==> config.mk <==
export PLATFORM = sky130hd
export DESIGN_NAME = mem_arbiter
export DESIGN_NICKNAME = d
export VERILOG_FILES = /design/src/rtl/mem_arbiter.sv
export SDC_FILE = /design/constraint.sdc
export NUM_CORES = 1
export LEC_CHECK = 0
export CAP_MARGIN = 20
export CELL_PAD_IN_SITES_DETAIL_PLACEMENT = 0
export CELL_PAD_IN_SITES_GLOBAL_PLACEMENT = 1
export CORE_MARGIN = 5
export CORE_UTILIZATION = 24
export CTS_CLUSTER_DIAMETER = 80
export DETAILED_ROUTE_END_ITERATION = 6
export GPL_TIMING_DRIVEN = 0
export PLACE_DENSITY = 0.91
export SYNTH_ARGS = -nofsm -noshare
export SYNTH_HDL_FRONTEND = slang
export SYNTH_SLANG_ARGS = --single-unit
export TNS_END_PERCENT = 20
==> constraint.sdc <==
create_clock -name clk -period 3.9 [get_ports clk]
set_input_delay 0.975 -clock clk [delete_from_list [all_inputs] [get_ports clk]]
set_output_delay 0.975 -clock clk [all_outputs]
set_load 0.01 [all_outputs]
==> src/rtl/mem_arbiter.sv <==
// Shares one pipelined main memory between the I-cache and D-cache miss paths.
// Performs 8-word line fills for either cache and single-word D-side write-through stores.
module mem_arbiter #(
    parameter int WORDS_PER_LINE = 8,
    parameter int CNT_W          = 3
) (
    input  logic        clk,
    input  logic        rst,
    input  logic        i_req,
    input  logic [15:0] i_addr,
    input  logic        d_req,
    input  logic        d_wr,
    input  logic [15:0] d_addr,
    input  logic [15:0] d_wdata,
    output logic        mem_en,
    output logic        mem_wr,
    output logic [15:0] mem_addr,
    output logic [15:0] mem_wdata,
    input  logic [15:0] mem_rdata,
    input  logic        mem_valid,
    output logic        fill_valid,
    output logic        fill_sel,
    output logic [2:0]  fill_idx,
    output logic [15:0] fill_data,
    output logic        i_done,
    output logic        d_done,
    output logic        mem_ready
);

    typedef enum logic [1:0] {IDLE, I_FILL, D_FILL, D_WRITE} state_t;

    localparam logic [CNT_W:0]   LINE_WORDS = (CNT_W+1)'(WORDS_PER_LINE);
    localparam logic [CNT_W-1:0] LAST_IDX   = CNT_W'(WORDS_PER_LINE - 1);

    state_t           state_q, state_d;
    logic [CNT_W:0]   issue_cnt_q, issue_cnt_d;
    logic [CNT_W-1:0] rcv_cnt_q, rcv_cnt_d;
    logic             last_grant_q, last_grant_d;   // 1 = D side
    logic             hold_q, hold_d;
    logic [15:0]      base_q, base_d;
    logic             grant_d_side;
    logic             in_fill;
    logic             last_word;

    assign in_fill   = (state_q == I_FILL) || (state_q == D_FILL);
    assign last_word = in_fill && mem_valid && (rcv_cnt_q == LAST_IDX);
    assign mem_ready = (state_q == IDLE);

    always_ff @(posedge clk) begin
        if (rst) begin
            state_q      <= IDLE;
            issue_cnt_q  <= '0;
            rcv_cnt_q    <= '0;
            last_grant_q <= 1'b0;
            hold_q       <= 1'b0;
            base_q       <= '0;
        end else begin
            state_q      <= state_d;
            issue_cnt_q  <= issue_cnt_d;
            rcv_cnt_q    <= rcv_cnt_d;
            last_grant_q <= last_grant_d;
            hold_q       <= hold_d;
            base_q       <= base_d;
        end
    end

    always_comb begin
        state_d      = state_q;
        issue_cnt_d  = issue_cnt_q;
        rcv_cnt_d    = rcv_cnt_q;
        last_grant_d = last_grant_q;
        hold_d       = 1'b0;
        base_d       = base_q;
        grant_d_side = 1'b0;
        case (state_q)
            IDLE: begin
                // hold_q keeps IDLE for one extra cycle after each completion
                if (!hold_q && (i_req || d_req)) begin
                    grant_d_side = d_req && (!i_req || !last_grant_q);
                    last_grant_d = grant_d_side;
                    base_d       = (grant_d_side ? d_addr : i_addr) & 16'hFFF0;
                    issue_cnt_d  = '0;
                    rcv_cnt_d    = '0;
                    if (grant_d_side) begin
                        state_d = d_wr ? D_WRITE : D_FILL;
                    end else begin
                        state_d = I_FILL;
                    end
                end
            end
            I_FILL, D_FILL: begin
                if (issue_cnt_q < LINE_WORDS) begin
                    issue_cnt_d = issue_cnt_q + 1'b1;
                end
                if (mem_valid) begin
                    rcv_cnt_d = rcv_cnt_q + 1'b1;
                end
                if (last_word) begin
                    state_d     = IDLE;
                    issue_cnt_d = '0;
                    rcv_cnt_d   = '0;
                    hold_d      = 1'b1;
                end
            end
            D_WRITE: begin
                state_d = IDLE;
                hold_d  = 1'b1;
            end
            default: state_d = IDLE;
        endcase
    end

    always_comb begin
        mem_en     = 1'b0;
        mem_wr     = 1'b0;
        mem_addr   = '0;
        mem_wdata  = '0;
        fill_valid = 1'b0;
        fill_sel   = 1'b0;
        fill_idx   = '0;
        fill_data  = '0;
        i_done     = 1'b0;
        d_done     = 1'b0;
        if (in_fill) begin
            if (issue_cnt_q < LINE_WORDS) begin
                mem_en   = 1'b1;
                mem_addr = base_q + 16'({issue_cnt_q[CNT_W-1:0], 1'b0});
            end
            if (mem_valid) begin
                fill_valid = 1'b1;
                fill_sel   = (state_q == D_FILL);
                fill_idx   = 3'(rcv_cnt_q);
                fill_data  = mem_rdata;
            end
            i_done = last_word && (state_q == I_FILL);
            d_done = last_word && (state_q == D_FILL);
        end else if (state_q == D_WRITE) begin
            mem_en    = 1'b1;
            mem_wr    = 1'b1;
            mem_addr  = d_addr;
            mem_wdata = d_wdata;
            d_done    = 1'b1;
        end
    end

endmodule
# Word level (Yosys, flattened, before mapping)
# Index checks and enable logic that the tools add are counted.
# op_classes
add_sub_neg	3
order_cmp	1
n_eq_ne	8
mux	35
reduce_logical	19
# op_table
op	n
$mux W16	8
$add A16 B4 Y16	1
$mux W3	5
$mux W1	12
$mux W4	3
$pmux W4 S2	1
$logic_and A1 B1 Y1	6
$mux W2	3
$ne A3 B3 Y1 const B	2
$pmux W2 S3	1
$pmux W3 S2	1
$reduce_and A3 Y1	2
$add A4 B1 Y4 const B	1
$eq A2 B2 Y1 const B	2
$lt A4 B4 Y1 const B	1
$reduce_and A2 Y1	2
$add A3 B1 Y3 const B	1
$eq A3 B3 Y1 const B	1
$logic_not A1 Y1	3
$logic_or A1 B1 Y1	3
$eq A2 B1 Y1 const B	1
$logic_not A2 Y1	1
$ne A2 B1 Y1 const B	1
$ne A2 B2 Y1 const B	1
other kinds (3)	3
# word_totals
ff_bits	23
input_bits	70
output_inout_bits	58
word_cells	72

# Logic depth before layout (Yosys ltp)
# Gate-level depths: netlist (run 1).
# logic_depth
ltp_word	6
ltp_mapped	7
mapped_depth_nobuf	6

# Least setup slack after synthesis (run 1)
# Ideal clock, no wire load.
# synth_timing
path_kind	reg-to-output
startpoint	register state_q[0]
endpoint	output port mem_addr[13]
arrival_time_ns	1.633
required_ns	2.925
slack_ns	1.292
path_stages_with_launch	8
n_path_buf	3
path_cell_list	dfxtp_1 -> inv_1 -> ha_1 -> buf_6 -> and2b_1 -> clkbuf_1 -> clkbuf_1 -> a22o_1
# synth_between
elab_chain_cells	3
word_cells_on_any_way	6
cone_classes	eq/ne: 3; mux: 2; reduce/logical: 1
# synth_lines
item	line_no	source
start, declared	35	state_t state_q, state_d;
start signal, assigned	58	state_q <= state_d;
$eq A2 B2 Y1 (tied with other cells)	137	end else if (state_q == D_WRITE) begin
$mux W16 or $logic_or A1 B1 Y1 (tied branches)	137, 45	
$mux W16 (*)	124	if (in_fill) begin
end, declared	17	output logic [15:0] mem_addr,
# Mark *: on every way between the ends. The rest lies on a longest branch, timed or not.

# Worst setup path in the final report (run 1)
# layout_timing
startpoint	register state_q[0]
endpoint	output port mem_addr[10]
# Same word-level chain as after synthesis.

==> results.json, run 1 <==
{
  "tightest_slew_ns": 0.5295,
  "routabilityCongestion": 0.7553,
  "grt_first_pass_wirelength_mm": 9.066,
  "hold_buffers": 0,
  "grt_pass1_vias": 1766,
  "antenna_found_initial": 0,
  "dr_wl_met3_um": 230,
  "met2_length_mm": 2.926,
  "fin_worst_skew_ns": 0.001160,
  "grt_max_degree": 13,
  "grt_use_total_pct": 13.04,
  "initial_utilization_pct": 24.86,
  "peakVddDrop_uv": 179.2,
  "antenna_cells": 0,
  "routed_via_density": 4.652,
  "drtAntennaViolNets": 0,
  "htree_levels": 1,
  "cp_num_buf_inv": 5,
  "grt_overflow": 0,
  "synth.distinct_cells": 31,
  "tns_ns": 0,
  "m1WireLength_mm": 2.686,
  "syn_to_final_growth_pct": 86.60,
  "crit_fanout": 10,
  "cts_buffers": 3,
  "hold_viol_final": 0,
  "critPathKind": "flip-flop to output pin",
  "clockBufferDepth": 2,
  "synth_area_leaders": "dfxtp_1 (29%), mux2i_1 (11%), a22o_1 (8.3%), and2_1 (8.3%), and3_1 (8.3%)",
  "clock_latency_ns": 0.26,
  "drt_iter0_drc": 60,
  "fillers": 624,
  "vias": 1819,
  "yosysSeqAreaShare_pct": 29.00,
  "die_h_um": 91.34,
  "crit_required_ns": 2.92,
  "rsz0062_at_grt": "false",
  "final_core_utilization_pct": 46.39,
  "pwr_density_cell_nw_per_um2": 367.8,
  "status": "finished clean",
  "coreArea_um2": 6386,
  "power_uw": 1090,
  "max-slew-margin-rel_pct": 63.69,
  "finalSetupViolations": 0,
  "wl_per_cell_um": 14.98,
  "power_leakage_uw": 0.001242,
  "avgSynthCellArea_um2": 8.491,
  "fin_crit_ns": 3.724,
  "cpMaxStageDelayCell": "clkdlybuf4s50_1",
  "synth_top_area_share_pct": 29.00,
  "critical_path.startpoint_type": "flip-flop",
  "nets": 392,
  "first_pass_iters": 4,
  "port_buffers": 123,
  "synth_area_leader_cell": "dfxtp_1",
  "syn_nets": 264,
  "ys_warn_count": 0,
  "synth-seq-cells": 23,
  "layout-drive-gt1-share_pct": 5.096,
  "detailed_place_hpwl_mm": 4.705,
  "max_freq_mhz": 268.6,
  "cts_tree": "built",
  "timing_max_transition_violations_final": 0,
  "rows": 29,
  "clockRootBuffer": "clkbuf_8",
  "netlist_area_um2": 1588,
  "crit_chain": "inv_1 > ha_1 > buf_6 > and2b_1 > clkbuf_1 > buf_2 > a22o_1 > clkdlybuf4s50_1",
  "max-cap-violations": 0,
  "drc": 0,
  "critPathArrivalTime_ns": 2.75,
  "cp_top_family": "buffers and inverters",
  "hold_class": "flip-flop to flip-flop",
  "fp.dieW_um": 91.34,
  "top_layer_used": "met4",
  "period_share_pct": 95.48,
  "die_area_um2": 8342,
  "critical_path.max_stage_delay_ns": 0.54,
  "syn_inst": 187,
  "wirelength_mm": 5.857,
  "endpoint_kind": "output pin",
  "io-pin-count": 128,
  "clk_pin_slew_worst_paths_ns": 0.08,
  "cts_sinks": 23
}
-- cells in the final DEF, fill, tap and decap left out, drive strengths merged, types with 2 or more instances in the layout --
| master | n |
|---|---|
| and2 | 21 |
| nor2 | 21 |
| dfxtp | 23 |
| a22o | 15 |
| mux2i | 18 |
| buf | 6 |
| and3 | 21 |
| o21ai | 3 |
| clkdlybuf4s50 | 123 |
| a211oi | 13 |
| a21oi | 6 |
| a32oi | 2 |
| ha | 7 |
| a21boi | 2 |
| inv | 3 |
| clkbuf | 15 |
| or4 | 2 |
-- metal layers --
layer | vias up | global-route usage (%)
met5 | - | 0
met4 | 0 | 2.200
met3 | 2 | 1.983
met2 | 60 | 22.96
met1 | 821 | 17.03
li1 | 936 | -
-- metrics by stage --
stage	cells	cell area [µm²]	hold slack (ns)	setup slack, ns
detailed placement	387	2915	0.4912	0.3469
global route	391	2963	0.5252	0.01966
floorplan	187	1588	0.4727	1.292
finish	391	2963	0.5008	0.1764
global placement	387	2915	0.4867	0.3642
CTS	391	2960	0.5029	0.07018
-- power by group --
part | switching [µW] | leakage [µW] | internal [µW]
Sequential | 31.3 | 0.000189 | 280
Clock | 75.1 | 0.0000228 | 72.8
Combinational | 298 | 0.00103 | 332
Total | 405 | 0.00124 | 685
-- repair_timing --
item                                    in CTS  in global routing
setup buffers                                0                  0
gates resized for setup                      0                  4
endpoints found under the setup margin       0                 11
-- path summary, 6_finish.rpt --
path | startpoint | to | slack [ns] | cells after the start
worst max register to register | state_q[0]$_SDFFE_PP0P_ | issue_cnt_q[1]$_SDFFE_PP0P_ | 2.00 | 6
worst min register to register | base_q[7]$_SDFFE_PP0P_ | base_q[7]$_SDFFE_PP0P_ | 0.50 | 2
worst min-delay path | base_q[7]$_SDFFE_PP0P_ | base_q[7]$_SDFFE_PP0P_ | 0.50 | 2
worst max-delay path | state_q[0]$_SDFFE_PP0P_ | mem_addr[10] | 0.18 | 8
-- layout make-up --
type	instances	area [µm²]	share of cell area [%]
Timing Repair Buffer	123	1231	41.55
Multi-Input combinational cell	144	1032	34.84
Sequential cell	23	460.4	15.54
Tap cell	77	96.34	3.252
Buffer	17	86.33	2.914
Clock buffer	4	45.04	1.520
Inverter	3	11.26	0.3801
-- cells by family (layout without fill, tap and decap cells) --
group,count (synthesis),in the layout,synth area share [%]
DFF,23,23,29.00
buffers and inverters,20,147,5.989
adders and majority gates,7,7,5.516
AOI/OAI and AO/OA,46,46,22.30
muxes,18,18,11.35
and+or+nand+nor,73,73,25.85
-- flip-flops by register name, summed over array words and instances (netlist names) --
| name | flops |
|---|---|
| base_q | 12 |
| hold_q | 1 |
| issue_cnt_q | 4 |
| last_grant_q | 1 |
| rcv_cnt_q | 3 |
| state_q | 2 |
-- synth_stat cells --
master	count
dfxtp_1	23
and2_1	21
and3_1	21
nor2_1	21
mux2i_1	18
a22o_1	15
a211oi_1	13
clkbuf_1	11
ha_1	7
a21oi_1	6
buf_2	4
inv_1	3
o21ai_0	3
a32oi_1	2
buf_6	2
or4_1	2
a21bo_2	1
a21boi_0	1
a21boi_2	1
a21o_1	1
a31o_2	1
and2b_1	1
nand2_1	1
nand2b_1	1
nand4b_1	1
nor2b_1	1
nor3_1	1
o21ba_2	1
o21bai_1	1
or2_2	1
or4b_1	1
-- worst min-delay path, delay by kind of cell (launching register included) --
kind	cells	cell delay, ns
flip-flops	1	0.31
AO/OA/AOI/OAI	1	0.05
AND/OR/NAND/NOR	1	0.09
Power figures use the tool's default switching activity.
==> run 2, diff against run 1 <==
--- a/config.mk
+++ b/config.mk
@@ -5,11 +5,12 @@
 export SDC_FILE = /design/constraint.sdc
 export NUM_CORES = 1
 export LEC_CHECK = 0
+export ABC_AREA = 1
 export CAP_MARGIN = 20
 export CELL_PAD_IN_SITES_DETAIL_PLACEMENT = 0
 export CELL_PAD_IN_SITES_GLOBAL_PLACEMENT = 1
 export CORE_MARGIN = 5
-export CORE_UTILIZATION = 24
+export CORE_UTILIZATION = 23
 export CTS_CLUSTER_DIAMETER = 80
 export DETAILED_ROUTE_END_ITERATION = 6
 export GPL_TIMING_DRIVEN = 0
==> run 2 against run 1 <==
Effect of this change:
- global-route usage is 0.27 points higher
- area after synthesis rose by 8.0%
- register-to-register slack better by 0.19 ns
- sequential power up 5%
- non-clock buffer count did not move
- final cell count up 33%
- power increased by 14%
- routed wire length rose by 8.4%
- clock power up 4%
- flip-flop and latch count did not move
- clock-buffer cell count unchanged
- sequential share of layout area shrank 0.76 points
- largest power group unchanged
- highest routed layer unchanged
==> results.json, run 2 <==
{
  "clk_pin_slew_worst_paths_ns": 0.09,
  "post_cts_buffers": 0,
  "synth.distinct_cells": 25,
  "clock_latency_ns": 0.27,
  "reg2reg_from": "state_q[0]$_SDFFE_PP0P_",
  "critPathKind": "primary input to output pin",
  "cts_tree": "built",
  "fin_worst_skew_ns": 0.001787,
  "postSynth.asyncResetShare_pct": 0,
  "period_share_pct": 93.53,
  "port_buffers": 123,
  "initial_utilization_pct": 23.63,
  "cpMaxStageDelayCell": "clkdlybuf4s50_1",
  "synth_area_leader_cell": "dfxtp_1",
  "dp_worst_setup_slack_ns": 0.2467,
  "synth_ff_type": "dfxtp_1",
  "layout_common_cells": "clkdlybuf4s50_1 (123), nand2_1 (60), inv_1 (46), nor2_1 (45), a21oi_1 (33)",
  "drt_iter0_drc": 85,
  "grt_max_degree": 13,
  "layout-drive-gt1-share_pct": 4.751,
  "tns_ns": 0,
  "crit_required_ns": 2.92,
  "coreArea_um2": 7253,
  "clockBufferDepth": 2,
  "avgSynthCellArea_um2": 5.830,
  "worstReg2RegEnd": "rcv_cnt_q[2]$_SDFFE_PP0P_",
  "synthTopCellsByCount": "nand2_1 (60), inv_1 (46), nor2_1 (45)",
  "antenna_found_initial": 0,
  "crit_chain": "clkdlybuf4s50_1 > nand2_1 > clkbuf_1 > nor2_1 > clkdlybuf4s50_1",
  "yosysSeqAreaShare_pct": 26.86,
  "fp.dieW_um": 96.33,
  "tightest_slew_ns": 0.5144,
  "antenna_cells": 0,
  "synth-seq-cells": 23,
  "r2r_slack_ns": 2.19,
  "io-pin-count": 128,
  "crit_top_cell": "clkdlybuf4s50_1",
  "syn_to_final_growth_pct": 81.68,
  "hold_buffers": 0,
  "fillers": 780,
  "peakVddDrop_uv": 222.8,
  "critPathArrivalTime_ns": 2.67,
  "synth_top_area_share_pct": 26.86,
  "vias": 2220,
  "crit_fanout": 10,
  "rows": 31,
  "synth_most_common_cell": "nand2_1",
  "max-slew-margin-rel_pct": 65.71,
  "largest_reg_flops": 12,
  "grt_overflow": 0,
  "syn_nets": 371,
  "worstHoldPathCells": 2,
  "die_h_um": 96.33,
  "syn_inst": 294,
  "drtAntennaViolNets": 0,
  "layout_setup_ws_ns": 0.2523,
  "ctsResizeCount": 0,
  "cts_buffers": 3,
  "clockRootBuffer": "clkbuf_8",
  "fin_crit_ns": 3.648,
  "grt_use_total_pct": 13.31,
  "top_regs": "base_q x12, issue_cnt_q x4, rcv_cnt_q x3",
  "grt_first_pass_wirelength_mm": 10.09,
  "critical_path.startpoint_type": "primary input",
  "htree_levels": 1,
  "rsz0062_at_grt": "false",
  "timing_max_transition_violations_final": 0,
  "routed_via_density": 4.269,
  "die_area_um2": 9279,
  "first_pass_iters": 4,
  "wl_per_cell_um": 12.21,
  "synth-edff-count": 0,
  "final_common_cell": "clkdlybuf4s50_1",
  "pwr_density_cell_nw_per_um2": 399.3,
  "nets": 499,
  "drc": 0,
  "regMostFlops": "base_q",
  "status": "finished clean",
  "ys_warn_count": 0,
  "ff2ff_path_depth": 9,
  "endpoint_kind": "output pin",
  "synth_area_leaders": "dfxtp_1 (27%), nand2_1 (13%), inv_1 (10%), nor2_1 (9.9%), a21oi_1 (9.6%)",
  "wirelength_mm": 6.350,
  "finalSetupViolations": 0,
  "hold_viol_final": 0,
  "detailed_place_hpwl_mm": 5.262,
  "routabilityCongestion": 0.8167,
  "cts_sinks": 23,
  "worst_hold_startpoint": "last_grant_q$_SDFFE_PP0P_",
  "netlist_area_um2": 1714,
  "grt_pass1_vias": 2200,
  "power_leakage_uw": 0.001304,
  "hold_end": "last_grant_q$_SDFFE_PP0P_",
  "critical_path.max_stage_delay_ns": 0.61,
  "max_freq_mhz": 274.1,
  "hold_class": "flip-flop to flip-flop",
  "max-cap-violations": 0
}
[run 2: cell count changes in the layout (fill, tap and decap cells not counted), moves of 9 or more]
cell,previous run,this run
a211oi_1,13,1
a21oi_1,6,33
a22o_1,15,0
and2_1,21,0
and3_1,21,0
inv_1,3,46
mux2i_1,18,0
nand2_1,1,60
nand3_1,0,23
nor2_1,21,45
o21ai_0,3,19
o21ai_1,0,9
[run 2: how the worst max path moves through the flow]
| stage | slack [ns] | cells after the start | from | endpoint |
|---|---|---|---|---|
| 2_1_floorplan | 1.45 | 7 | state_q[0]$_SDFFE_PP0P_ | mem_addr[10] |
| 5_1_grt | 0.12 | 5 | mem_valid | fill_idx[2] |
| 3_5_place_dp | 0.25 | 5 | mem_valid | fill_idx[0] |
| 4_1_cts | 0.24 | 5 | mem_valid | fill_idx[0] |
| 3_3_place_gp | 0.28 | 5 | mem_valid | fill_data[4] |
| 6_report | 0.25 | 5 | mem_valid | fill_idx[2] |
[run 2: critical path: cells and delay by family]
| kind | cells | cell delay, ns |
|---|---|---|
| and+or+nand+nor | 2 | 0.30 |
| buffers and inverters | 3 | 1.40 |
[run 2: area by class of cell]
class	instances	area [µm²]	share of cell area (%)
plain buffers	17	91.34	2.933
multi-input cells	206	982.2	31.54
inverters	48	180.2	5.785
clock buffers	4	45.04	1.446
repair buffers	123	1231	39.53
well taps	99	123.9	3.978
flip-flops and latches	23	460.4	14.79
[run 2: cell families (layout without fill, tap and decap cells)]
group | Yosys count | after routing | share of synthesized area (%)
AO/OA/AOI/OAI | 65 | 65 | 20.15
adder cells (fa/ha/maj) | 7 | 7 | 5.109
buffers and inverters | 65 | 192 | 15.84
flip-flops | 23 | 23 | 26.86
AND/OR/NAND/NOR | 134 | 134 | 32.04
[run 2: through the flow]
step / cell area [µm²] / utilization, % / hold slack [ns] / power (µW) / std cells
floorplan: 1714 / - / 0.4386 / 769.5 / 294
global placement: 3069 / 42.32 / 0.4564 / 1092 / 516
detailed placement: 3069 / 42.32 / 0.4738 / 1101 / 516
CTS: 3114 / 42.94 / 0.4869 / 1255 / 520
global route: 3114 / 42.94 / 0.5090 / 1362 / 520
finish: 3114 / 42.94 / 0.4862 / 1243 / 520
[run 2: routing by layer]
metal	vias up	routed length [µm]	global-route usage, %
met5	-	0	0
met4	0	53	1.519
met3	6	639	4.457
met2	82	3133	23.98
met1	957	2524	15.71
li1	1175	-	-
[run 2: where the power goes]
group,internal [µW],leakage (µW),total [µW],switching (µW)
Combinational,344,0.00109,763,419
Clock,73.1,0.0000228,154,80.8
Sequential,293,0.000190,326,33.4
==> run 3, diff against run 2 <==
--- a/config.mk
+++ b/config.mk
@@ -9,6 +9,7 @@
 export CAP_MARGIN = 20
 export CELL_PAD_IN_SITES_DETAIL_PLACEMENT = 0
 export CELL_PAD_IN_SITES_GLOBAL_PLACEMENT = 1
+export CORE_ASPECT_RATIO = 1.1
 export CORE_MARGIN = 5
 export CORE_UTILIZATION = 23
 export CTS_CLUSTER_DIAMETER = 80
==> run 3 against run 2 <==
Effect of this change:
- first-iteration DRC count decreased by 28%
- clock power is essentially flat
- register-to-register slack better by 0.02 ns
- maximum frequency increased by 0.49%
- die area barely moved
- sequential share of layout area grew 0.066 points
- critical path type unchanged
- critical endpoint unchanged
==> results.json, run 3 (synthesis gave the netlist of run 2 again) <==
{
  "status": "finished clean",
  "holdWs_ns": 0.4711,
  "hold_buffers": 0,
  "initial_utilization_pct": 23.32,
  "tightest_slew_ns": 0.4942,
  "wirelength_mm": 6.480,
  "fin_worst_skew_ns": 0.001361,
  "max-slew-margin-rel_pct": 67.06,
  "fin_crit_ns": 3.630,
  "cts_tree": "built",
  "drc": 0,
  "rsz0062_at_grt": "false",
  "grt_overflow": 0,
  "final_common_cell": "clkdlybuf4s50_1",
  "grt_use_total_pct": 13.43,
  "critPathArrivalTime_ns": 2.65,
  "fin_cells": 508,
  "htree_levels": 1,
  "clk_pin_slew_worst_paths_ns": 0.09,
  "layout-drive-gt1-share_pct": 4.988,
  "ctsResizeCount": 0,
  "detailed_place_hpwl_mm": 5.305,
  "critPathKind": "primary input to output pin",
  "rows": 33,
  "layout_common_cells": "clkdlybuf4s50_1 (123), nand2_1 (60), inv_1 (46), nor2_1 (45), a21oi_1 (33)",
  "antenna_found_initial": 0,
  "max_freq_mhz": 275.5,
  "clockRootBuffer": "clkbuf_8",
  "final_area_um2": 3100,
  "first_pass_iters": 4,
  "grt_pass1_vias": 2186,
  "antenna_cells": 0,
  "cts_buffers": 3,
  "coreArea_um2": 7350,
  "nets": 499,
  "dp_cells": 504,
  "wl_per_cell_um": 12.76,
  "pwr_density_cell_nw_per_um2": 402.8,
  "clockBufferDepth": 2,
  "routed_via_density": 4.484,
  "grt_max_degree": 14,
  "peakVddDrop_uv": 249.8,
  "routabilityCongestion": 0.8457,
  "grt_first_pass_wirelength_mm": 10.43,
  "timing_max_transition_violations_final": 0,
  "period_share_pct": 93.07,
  "port_buffers": 123,
  "fp.dieW_um": 92.31,
  "post_cts_buffers": 0,
  "worstHoldPathCells": 2,
  "die_h_um": 100.5,
  "ff2ff_path_depth": 9,
  "endpoint_kind": "output pin",
  "tns_ns": 0,
  "top_regs": "base_q x12, issue_cnt_q x4, rcv_cnt_q x3",
  "final_core_utilization_pct": 42.19,
  "io-pin-count": 128,
  "largest_reg_flops": 12,
  "cts_sinks": 23,
  "drt_iter0_drc": 61,
  "drtAntennaViolNets": 0,
  "finalSetupViolations": 0,
  "hold_class": "flip-flop to flip-flop",
  "critical_path.startpoint_type": "primary input",
  "syn_to_final_growth_pct": 80.88,
  "max-cap-violations": 0,
  "hold_viol_final": 0,
  "power_leakage_uw": 0.001307,
  "dpl-instance-area_um2": 3054,
  "regMostFlops": "base_q",
  "vias": 2278,
  "clock_latency_ns": 0.27,
  "crit_required_ns": 2.92,
  "crit_fanout": 10,
  "die_area_um2": 9281
}
[run 3: cell types whose count changed in the layout (fill, tap and decap cells not counted), sizes merged]
cell,previous run,this run
clkbuf,10,9
clkinv,1,2
[run 3: layout make-up]
cell class	instances	area [µm²]
Inverter	48	180.2
Clock buffer	3	41.29
Tap cell	87	108.9
Multi-Input combinational cell	206	982.2
Timing Repair Buffer	123	1231
Buffer	17	91.34
Fill cell	770	4249
Clock inverter	1	5.005
Sequential cell	23	460.4
[run 3: metal layers]
| layer | vias to the layer above | GRT usage [%] | part of all wire [%] |
|---|---|---|---|
| met5 | - | 0 | 0 |
| met4 | 0 | 2.514 | 0.52 |
| met3 | 4 | 3.361 | 9.9 |
| met2 | 124 | 23.44 | 46 |
| met1 | 978 | 16.84 | 44 |
| li1 | 1172 | - | - |
[run 3: final timing paths]
path                        startpoint                        end  slack [ns]
max reg2reg    state_q[0]$_SDFFE_PP0P_  rcv_cnt_q[2]$_SDFFE_PP0P_        2.21
max                          mem_valid                fill_idx[2]        0.27
min          last_grant_q$_SDFFE_PP0P_  last_grant_q$_SDFFE_PP0P_        0.47
min reg2reg  last_grant_q$_SDFFE_PP0P_  last_grant_q$_SDFFE_PP0P_        0.47
[run 3: per-stage QoR]
step / power, µW / setup WS [ns]
final: 1249 / 0.2702
after global routing: 1365 / 0.1481
after CTS: 1258 / 0.2180
after detailed placement: 1104 / 0.2249
after global placement: 1097 / 0.2427
after floorplan: 769.5 / 1.454
[run 3: critical path, cell delays in order]
cell and delay [ns]:
clkdlybuf4s50_1 0.58, nand2_1 0.14, clkbuf_1 0.23, nor2_1 0.16, clkdlybuf4s50_1 0.57
[run 3: power breakdown]
group	internal [µW]	switching, µW	total, µW
registers	293	32.7	325
logic	344	426	771
clock network	71.4	81.4	153
